`src/rtl/ysyx_23060191_lsu.sv`:
```
// Load/store unit between EXU and WBU: one bus transaction per request, load align/extend.
// Optional misaligned-access fault check enabled by defining LSU_MISALIGN_CHECK_EN.
module ysyx_23060191_lsu #(
  parameter int ADDR_W = 32,
  parameter int DATA_W = 32
) (
  input  logic              clk,
  input  logic              rst_n,
  input  logic              in_valid,
  output logic              in_ready,
  input  logic [1:0]        mem_op,
  input  logic [2:0]        funct3,
  input  logic [ADDR_W-1:0] addr,
  input  logic [DATA_W-1:0] wdata,
  input  logic [DATA_W-1:0] exu_res,
  output logic              bus_req_valid,
  input  logic              bus_req_ready,
  output logic              bus_req_we,
  output logic [ADDR_W-1:0] bus_req_addr,
  output logic [DATA_W-1:0] bus_req_wdata,
  output logic [3:0]        bus_req_wstrb,
  input  logic              bus_resp_valid,
  input  logic [DATA_W-1:0] bus_resp_rdata,
  input  logic              bus_resp_err,
  output logic              out_valid,
  input  logic              out_ready,
  output logic [DATA_W-1:0] lsu_res,
  output logic              load_en,
  output logic [DATA_W-1:0] exu_res_o,
  output logic              lsu_err
);

  typedef enum logic [1:0] {IDLE, REQ, WAIT, DONE} state_t;

  localparam logic [1:0] OP_NONE  = 2'b00;
  localparam logic [1:0] OP_LOAD  = 2'b01;
  localparam logic [1:0] OP_STORE = 2'b10;

  state_t              state_q, state_d;
  logic [1:0]          op_q;
  logic [2:0]          f3_q;
  logic [ADDR_W-1:0]   addr_q;
  logic [DATA_W-1:0]   wdata_q, exu_q, res_q;
  logic                err_q;

  logic                legal, misalign, accept;
  logic [DATA_W-1:0]   shifted, load_data;
  logic [3:0]          wstrb_c;
  logic [DATA_W-1:0]   wdata_c;

  assign accept = (state_q == IDLE) && in_valid;

  // NOTE: every signal driven in always_comb gets a default first, so no path can infer a latch.
  always_comb begin
    legal = 1'b0;
    case (mem_op)
      OP_LOAD:  legal = funct3 inside {3'b000, 3'b001, 3'b010, 3'b100, 3'b101};
      OP_STORE: legal = funct3 inside {3'b000, 3'b001, 3'b010};
      default:  legal = 1'b0;
    endcase
  end

`ifdef LSU_MISALIGN_CHECK_EN
  assign misalign = ((funct3[1:0] == 2'b01) && addr[0]) ||
                    ((funct3[1:0] == 2'b10) && (addr[1:0] != 2'b00));
`else
  assign misalign = 1'b0;
`endif

  always_comb begin
    state_d = state_q;
    case (state_q)
      IDLE: if (in_valid) begin
        if (mem_op == OP_NONE)      state_d = DONE;
        else if (legal && !misalign) state_d = REQ;
        else                         state_d = DONE;
      end
      REQ:  if (bus_req_ready)  state_d = WAIT;
      WAIT: if (bus_resp_valid) state_d = DONE;
      DONE: if (out_ready)      state_d = IDLE;
      default: state_d = IDLE;
    endcase
  end

  // Bytes shifted past the top of the word read as zero before extension.
  assign shifted = bus_resp_rdata >> {addr_q[1:0], 3'b000};

  always_comb begin
    load_data = shifted;
    case (f3_q)
      3'b000:  load_data = {{24{shifted[7]}}, shifted[7:0]};
      3'b001:  load_data = {{16{shifted[15]}}, shifted[15:0]};
      3'b100:  load_data = {24'h0, shifted[7:0]};
      3'b101:  load_data = {16'h0, shifted[15:0]};
      default: load_data = shifted;
    endcase
  end

  always_comb begin
    wstrb_c = 4'b1111;
    wdata_c = wdata_q;
    case (f3_q[1:0])
      2'b00: begin
        wstrb_c = 4'b0001 << addr_q[1:0];
        wdata_c = {4{wdata_q[7:0]}};
      end
      2'b01: begin
        wstrb_c = 4'b0011 << {addr_q[1], 1'b0};
        wdata_c = {2{wdata_q[15:0]}};
      end
      default: begin
        wstrb_c = 4'b1111;
        wdata_c = wdata_q;
      end
    endcase
  end

  // NOTE: sequential state uses non-blocking assignments so all registers update together at the edge.
  always_ff @(posedge clk or negedge rst_n) begin
    if (!rst_n) begin
      state_q <= IDLE;
      op_q    <= OP_NONE;
      f3_q    <= '0;
      addr_q  <= '0;
      wdata_q <= '0;
      exu_q   <= '0;
      res_q   <= '0;
      err_q   <= 1'b0;
    end else begin
      state_q <= state_d;
      if (accept) begin
        op_q    <= mem_op;
        f3_q    <= funct3;
        addr_q  <= addr;
        wdata_q <= wdata;
        exu_q   <= exu_res;
        res_q   <= '0;
        err_q   <= (mem_op != OP_NONE) && (!legal || misalign);
      end else if ((state_q == WAIT) && bus_resp_valid) begin
        err_q <= bus_resp_err;
        res_q <= (bus_resp_err || (op_q != OP_LOAD)) ? '0 : load_data;
      end
    end
  end

  assign in_ready      = (state_q == IDLE);
  assign bus_req_valid = (state_q == REQ);
  assign bus_req_we    = (op_q == OP_STORE);
  assign bus_req_addr  = {addr_q[ADDR_W-1:2], 2'b00};
  assign bus_req_wdata = (op_q == OP_STORE) ? wdata_c : '0;
  assign bus_req_wstrb = (op_q == OP_STORE) ? wstrb_c : 4'b0000;
  assign out_valid     = (state_q == DONE);
  assign lsu_res       = res_q;
  assign load_en       = (op_q == OP_LOAD);
  assign exu_res_o     = exu_q;
  assign lsu_err       = err_q;

endmodule

```
`config.mk`:
```
export PLATFORM = sky130hd
export DESIGN_NAME = ysyx_23060191_lsu
export DESIGN_NICKNAME = d
export VERILOG_FILES = /design/src/rtl/ysyx_23060191_lsu.sv
export SDC_FILE = /design/constraint.sdc
export NUM_CORES = 1
export LEC_CHECK = 0
export ABC_CLOCK_PERIOD_IN_PS = 1950
export CAP_MARGIN = 5
export CORE_UTILIZATION = 39
export CTS_CLUSTER_SIZE = 25
export DETAILED_ROUTE_END_ITERATION = 10
export GPL_ROUTABILITY_DRIVEN = 0
export PLACE_DENSITY = 0.77
export SKIP_CTS_REPAIR_TIMING = 1
export SLEW_MARGIN = 15
export SYNTH_ARGS = -nofsm -noshare
export SYNTH_HDL_FRONTEND = slang
export SYNTH_SLANG_ARGS = --single-unit
```
`constraint.sdc`:
```
create_clock -name clk -period 1.95 [get_ports clk]
set_input_delay 0.195 -clock clk [delete_from_list [all_inputs] [get_ports clk]]
set_output_delay 0.195 -clock clk [all_outputs]
set_load 0.03 [all_outputs]
```
# After elaboration in Yosys (flattened, before gate mapping)
# Index checks and enable logic that the tools add are counted.
totals:
  reg_bits: 136
  in_bits: 140
  out_inout_bits: 138
  word_cells: 64
classes:
  n_eq_ne: 20
  shifts: 3
  n_mux: 18
  reduce_logical: 15
op_table:
  columns: ["operator", "count"]
  rows:
  - ["32-bit two-way mux", 4]
  - ["32-bit case mux with 4 select lines", 1]
  - ["32-bit case mux with 2 select lines", 1]
  - ["32-bit by 5-bit >> shifter with 32-bit output", 1]
  - ["3-bit == test (second input constant)", 4]
  - ["2-bit two-way mux", 6]
  - ["2-bit by 1-bit == test with 1-bit output (second input constant)", 4]
  - ["2-bit == test (second input constant)", 4]
  - ["2-bit case mux with 4 select lines", 1]
  - ["4-bit case mux with 2 select lines", 1]
  - ["3-bit by 1-bit == test with 1-bit output (second input constant)", 2]
  - ["2-bit zero test", 3]
  - ["3-bit zero test", 2]
  - ["2-bit by 1-bit inequality test with 1-bit output (second input constant)", 3]
  - ["5-bit nonzero test", 1]
  - ["4-bit two-way mux", 1]
  - ["2-bit inequality test (second input constant)", 2]
  - ["4-bit AND reduction", 1]
  - ["2-bit nonzero test", 2]
  - ["1-bit by 2-bit << shifter with 4-bit output (first input constant)", 1]
  - ["2-bit by 2-bit << shifter with 4-bit output (first input constant)", 1]
  - ["3-bit by 2-bit == test with 1-bit output (second input constant)", 1]
  - ["1-bit logical AND", 3]
  - ["3-bit nonzero test", 1]
  - ["other kinds (4)", 5]

# Depth between registers and ports, before layout
logic_depth:
  word_depth: 7
  depth_mapped: 7
  ltp_nobuf: 6

# Least setup slack after synthesis
# No wires, ideal clock.
synth_path:
  path_kind: "reg-to-reg"
  startpoint: "register state_q[0]"
  endpoint: "register res_q[24], in the netlist lsu_res[24]"
  arrival_ns: 2.119
  slack_ns: -0.236
  path_stages_with_launch: 8
  cell_sequence: "dfrtp_1 -> inv_1 -> ha_1 -> nand2_1 -> nand3_1 -> buf_2 -> nor3_1 -> a221o_1"
synth_between:
  elab_chain_len: 3
  word_cells_on_any_way: 6
synth_lines:
  columns: ["element", "line_no", "rtl"]
  rows:
  - ["start: declaration", "39", "state_t state_q, state_d;"]
  - ["start signal: assignment", "130", "state_q <= state_d;"]
  - ["2-bit zero test (*)", null, null]
  - ["via in_ready", "10", "output logic in_ready,"]
  - ["1-bit logical AND (*)", "51", "assign accept = (state_q == IDLE) && in_valid;"]
  - ["32-bit two-way mux or 2-bit nonzero test (tied branches)", null, null]
  - ["end signal: assignment", "141", "res_q <= (bus_resp_err || (op_q != OP_LOAD)) ? '0 : load_data;"]
  - ["end: declaration", "43", "logic [DATA_W-1:0] wdata_q, exu_q, res_q;"]
# Mark *: on every way through the listed nets, which the timed path passes. The rest lies on a longest branch.
# A chain may end at the register's enable or synchronous reset.

# Final worst setup path
layout_path:
  startpoint: "register f3_q[1]"
  endpoint: "output bus_req_wdata[25]"
layout_between:
  elab_chain_len: 3
  word_cells_on_any_way: 4
layout_lines:
  columns: ["element", "line_no", "rtl"]
  rows:
  - ["start: declaration", "41", "logic [2:0] f3_q;"]
  - ["start signal: assignment", "133", "f3_q <= funct3;"]
  - ["2-bit by 1-bit == test with 1-bit output or 2-bit zero test (tied branches)", "102", "case (f3_q[1:0])"]
  - ["32-bit case mux with 2 select lines (*)", "102", null]
  - ["32-bit two-way mux (*)", "150", "assign bus_req_wdata = (op_q == OP_STORE) ? wdata_c : '0;"]
  - ["end: declaration", "20", "output logic [DATA_W-1:0] bus_req_wdata,"]
# Every way passes the cells marked *; elsewhere a longest branch is shown, timed or not.

==> flow_metrics.env <==
export IMPL_floorplan_initialDensity_pct=40.6
export IMPL_rsz0062_at_grt="true"
export IMPL_routed_via_density=5.07
export IMPL_dieHeight_um=132
export IMPL_finalClockSkew_ps=9.92
export IMPL_synth_most_common_cell="dfrtp_1"
export IMPL_synth_top_area_share_pct=52.0
export IMPL_syn_area_per_cell_um2=11.8
export IMPL_cpLargestDelayFamily="buffers and inverters"
export IMPL_slew_viol_final=0
export IMPL_highest_layer="met4"
export IMPL_crit_buf_inv=3
export IMPL_antenna_found_initial=0
export IMPL_yosysSeqAreaShare_pct=52.0
export IMPL_power_density_nw_per_um2=1730
export IMPL_htree_levels=4
export IMPL_ys_warnings_count=0
export IMPL_worstPathMaxFanout=8
export IMPL_tns_ps=0
export IMPL_finalCriticalPeriod_ps=1910
export IMPL_slew_headroom_pct=65.0
export IMPL_wl_met2_um=9660
export IMPL_routed_wl_met3_um=1440
export IMPL_cts_buffer_depth=2
export IMPL_synth_top_area_cell="dfrtp_1"
export IMPL_synth_area_um2=6540
export IMPL_dieArea_um2=17300
export IMPL_nNetsFinal=963
export IMPL_dp_cells=1009
export IMPL_drc_errors=0
export IMPL_final_period_utilization_pct=98.1
export IMPL_yosys_top_cells_area="dfrtp_1 52%, mux2_2 18%, mux2i_1 5.5%"
export IMPL_netlist_instances=556
export IMPL_die_w_um=132
export IMPL_async_flop_share_pct=100
export IMPL_cts_tree="yes"
export IMPL_cp_slowest_cell="dfrtp_2"
export IMPL_critical_path_top_cell_by_count="buf_4"
export IMPL_critical_path_arrival_ps=1720
export IMPL_synth_distinct_cells=34
export IMPL_cts_sinks=136
export IMPL_setup_viol=0
export IMPL_min_path_type="input pin to asynchronous set/reset pin"
export IMPL_clkTransAtPathRegs_ps=60
export IMPL_io_buffer_count=275
export IMPL_numCtsBuffers=17
export IMPL_fp_coreArea_um2=16100
export IMPL_cp_cell_sequence="buf_4 -> buf_4 -> nor2_1 -> a21oi_1 -> nor2_1 -> buf_4"
export IMPL_hold_viol_final=0
export IMPL_routedWlPerCell_um=17.9
export IMPL_ys_seq_elements=136
export IMPL_antennaDiodeCount=0
export IMPL_cpPeakStageDelay_ps=480
export IMPL_antenna_left=0
export IMPL_via_count=5295
export IMPL_vdd_drop_max_mv=1.09
export IMPL_cts_root_buf="clkbuf_16"
export IMPL_track_usage_pct=22.3
export IMPL_final_cells=1045
export IMPL_synth_common_cells="136 x dfrtp_1, 104 x mux2_2, 38 x nand2_1"
export IMPL_synth_flop_cell="dfrtp_1"
export IMPL_critPathCaptureType="output port"
export IMPL_grt_pass1_wl_um=30000
export IMPL_grt_pass1_vias=5595
export IMPL_syn_to_final_growth_pct=55.2
export IMPL_grt_overflow=0
export IMPL_finalWirelength_um=18800
export IMPL_power_leakage_nw=4.49
export IMPL_drive_gt1_share_pct=26.5
export IMPL_synth_edff_count=0
export IMPL_outcome="finished, final reports clean"
export IMPL_io_pins=278
export IMPL_cap_violations=0
export IMPL_wl_met1_um=7350
export IMPL_drt_initial_drc_count=222
export IMPL_critical_path_class="flop to output port"
export IMPL_clk_latency_ps=420
export IMPL_dpl_hpwl_um=14100
export IMPL_grt_max_degree=53
export IMPL_startpoint_type="flop"
export IMPL_required_ps=1750
export IMPL_rows=46
export IMPL_fmax_mhz=522
export IMPL_tightest_slew_ps=525
export IMPL_firstDrtPassIters=4
-- report_power, final --
part           total [W]  internal (W)  switching, W  leakage [nW]
sequential       0.00494       0.00405      0.000891          1.68
clock            0.00356       0.00234       0.00122         0.318
combinational    0.00906       0.00417       0.00489          2.49
-- sequential cells by signal (all words and copies together), names as in the netlist --
name,flops
lsu_res,32
state_q,2
addr_q,32
wdata_q,32
lsu_err,1
f3_q,3
exu_res_o,32
op_q,2
-- metrics by stage --
| step | utilization [%] | total power (W) | hold slack [ps] | area (um^2) | worst slack [ps] |
|---|---|---|---|---|---|
| 2_1_floorplan | - | 0.0107 | -101 | 6550 | -94.4 |
| 3_3_place_gp | 58.3 | 0.0136 | 134 | 9390 | 37.0 |
| 3_5_place_dp | 58.3 | 0.0139 | 134 | 9390 | -51.0 |
| 4_1_cts | 62.3 | 0.0175 | -310 | 10000 | -382 |
| 5_1_grt | 63.0 | 0.0184 | 283 | 10200 | -16.3 |
| 6_report | 63.0 | 0.0176 | 262 | 10200 | 36.1 |
-- area by class of cell --
| cell class | count | area, um^2 |
|---|---|---|
| clock inverter | 11 | 194 |
| inverter | 11 | 41.3 |
| clock buffer | 21 | 460 |
| timing repair buffer | 306 | 3000 |
| sequential | 136 | 3410 |
| fill | 1239 | 5960 |
| tap | 216 | 270 |
| multi-input combinational | 344 | 2780 |
-- final timing paths --
kind,startpoint,to,slack [ps],cells after the start
max in group asynchronous,rst_n,exu_res_o[21],1070,3
min in group clk,funct3[1],f3_q[1],360,3
hold / removal,rst_n,lsu_res[0],260,2
hold reg to reg,lsu_res[5],lsu_res[5],480,2
setup / recovery,f3_q[1],bus_req_wdata[25],40,6
setup reg to reg,state_q[1],addr_q[28],120,5
-- logic make-up (layout without fill, tap and decap cells) --
| logic type | Yosys count | count (layout) | share of synthesized area, % |
|---|---|---|---|
| muxes | 142 | 142 | 24.1 |
| DFF | 136 | 136 | 52.0 |
| and+or+nand+nor | 105 | 105 | 7.65 |
| AOI/OAI and AO/OA | 88 | 88 | 8.19 |
| buffers and inverters | 77 | 349 | 6.64 |
| adders and majority gates | 7 | 7 | 1.34 |
| other | 1 | 2 | 0.0573 |
-- worst reg2reg max path, stage by stage, from the launching register on --
cell and delay (ps):
dfrtp_1 410, inv_1 120, ha_2 260, and2_4 250
buf_12 260, mux2_2 420
-- per-layer routing --
| layer | global-route usage [%] | vias up |
|---|---|---|
| met2 | 38.4 | 232 |
| met4 | 7.43 | 0 |
| li1 | - | 2438 |
| met3 | 7.18 | 24 |
| met1 | 26.1 | 2601 |
| met5 | 0 | - |
-- cells in the final DEF, fill, tap and decap left out, types with 8 or more instances in the layout --
cell             count
a21oi_1             31
dlymetal6s2s_1       8
a221o_1             15
dfrtp_1            134
clkbuf_16           17
nand2_1             37
clkdlybuf4s50_1    234
mux2_2             104
and2_1               8
nor2_1              32
mux2i_1             36
inv_1               10
o21ai_0             29
buf_4               44
(Power assumes the default switching activity.)
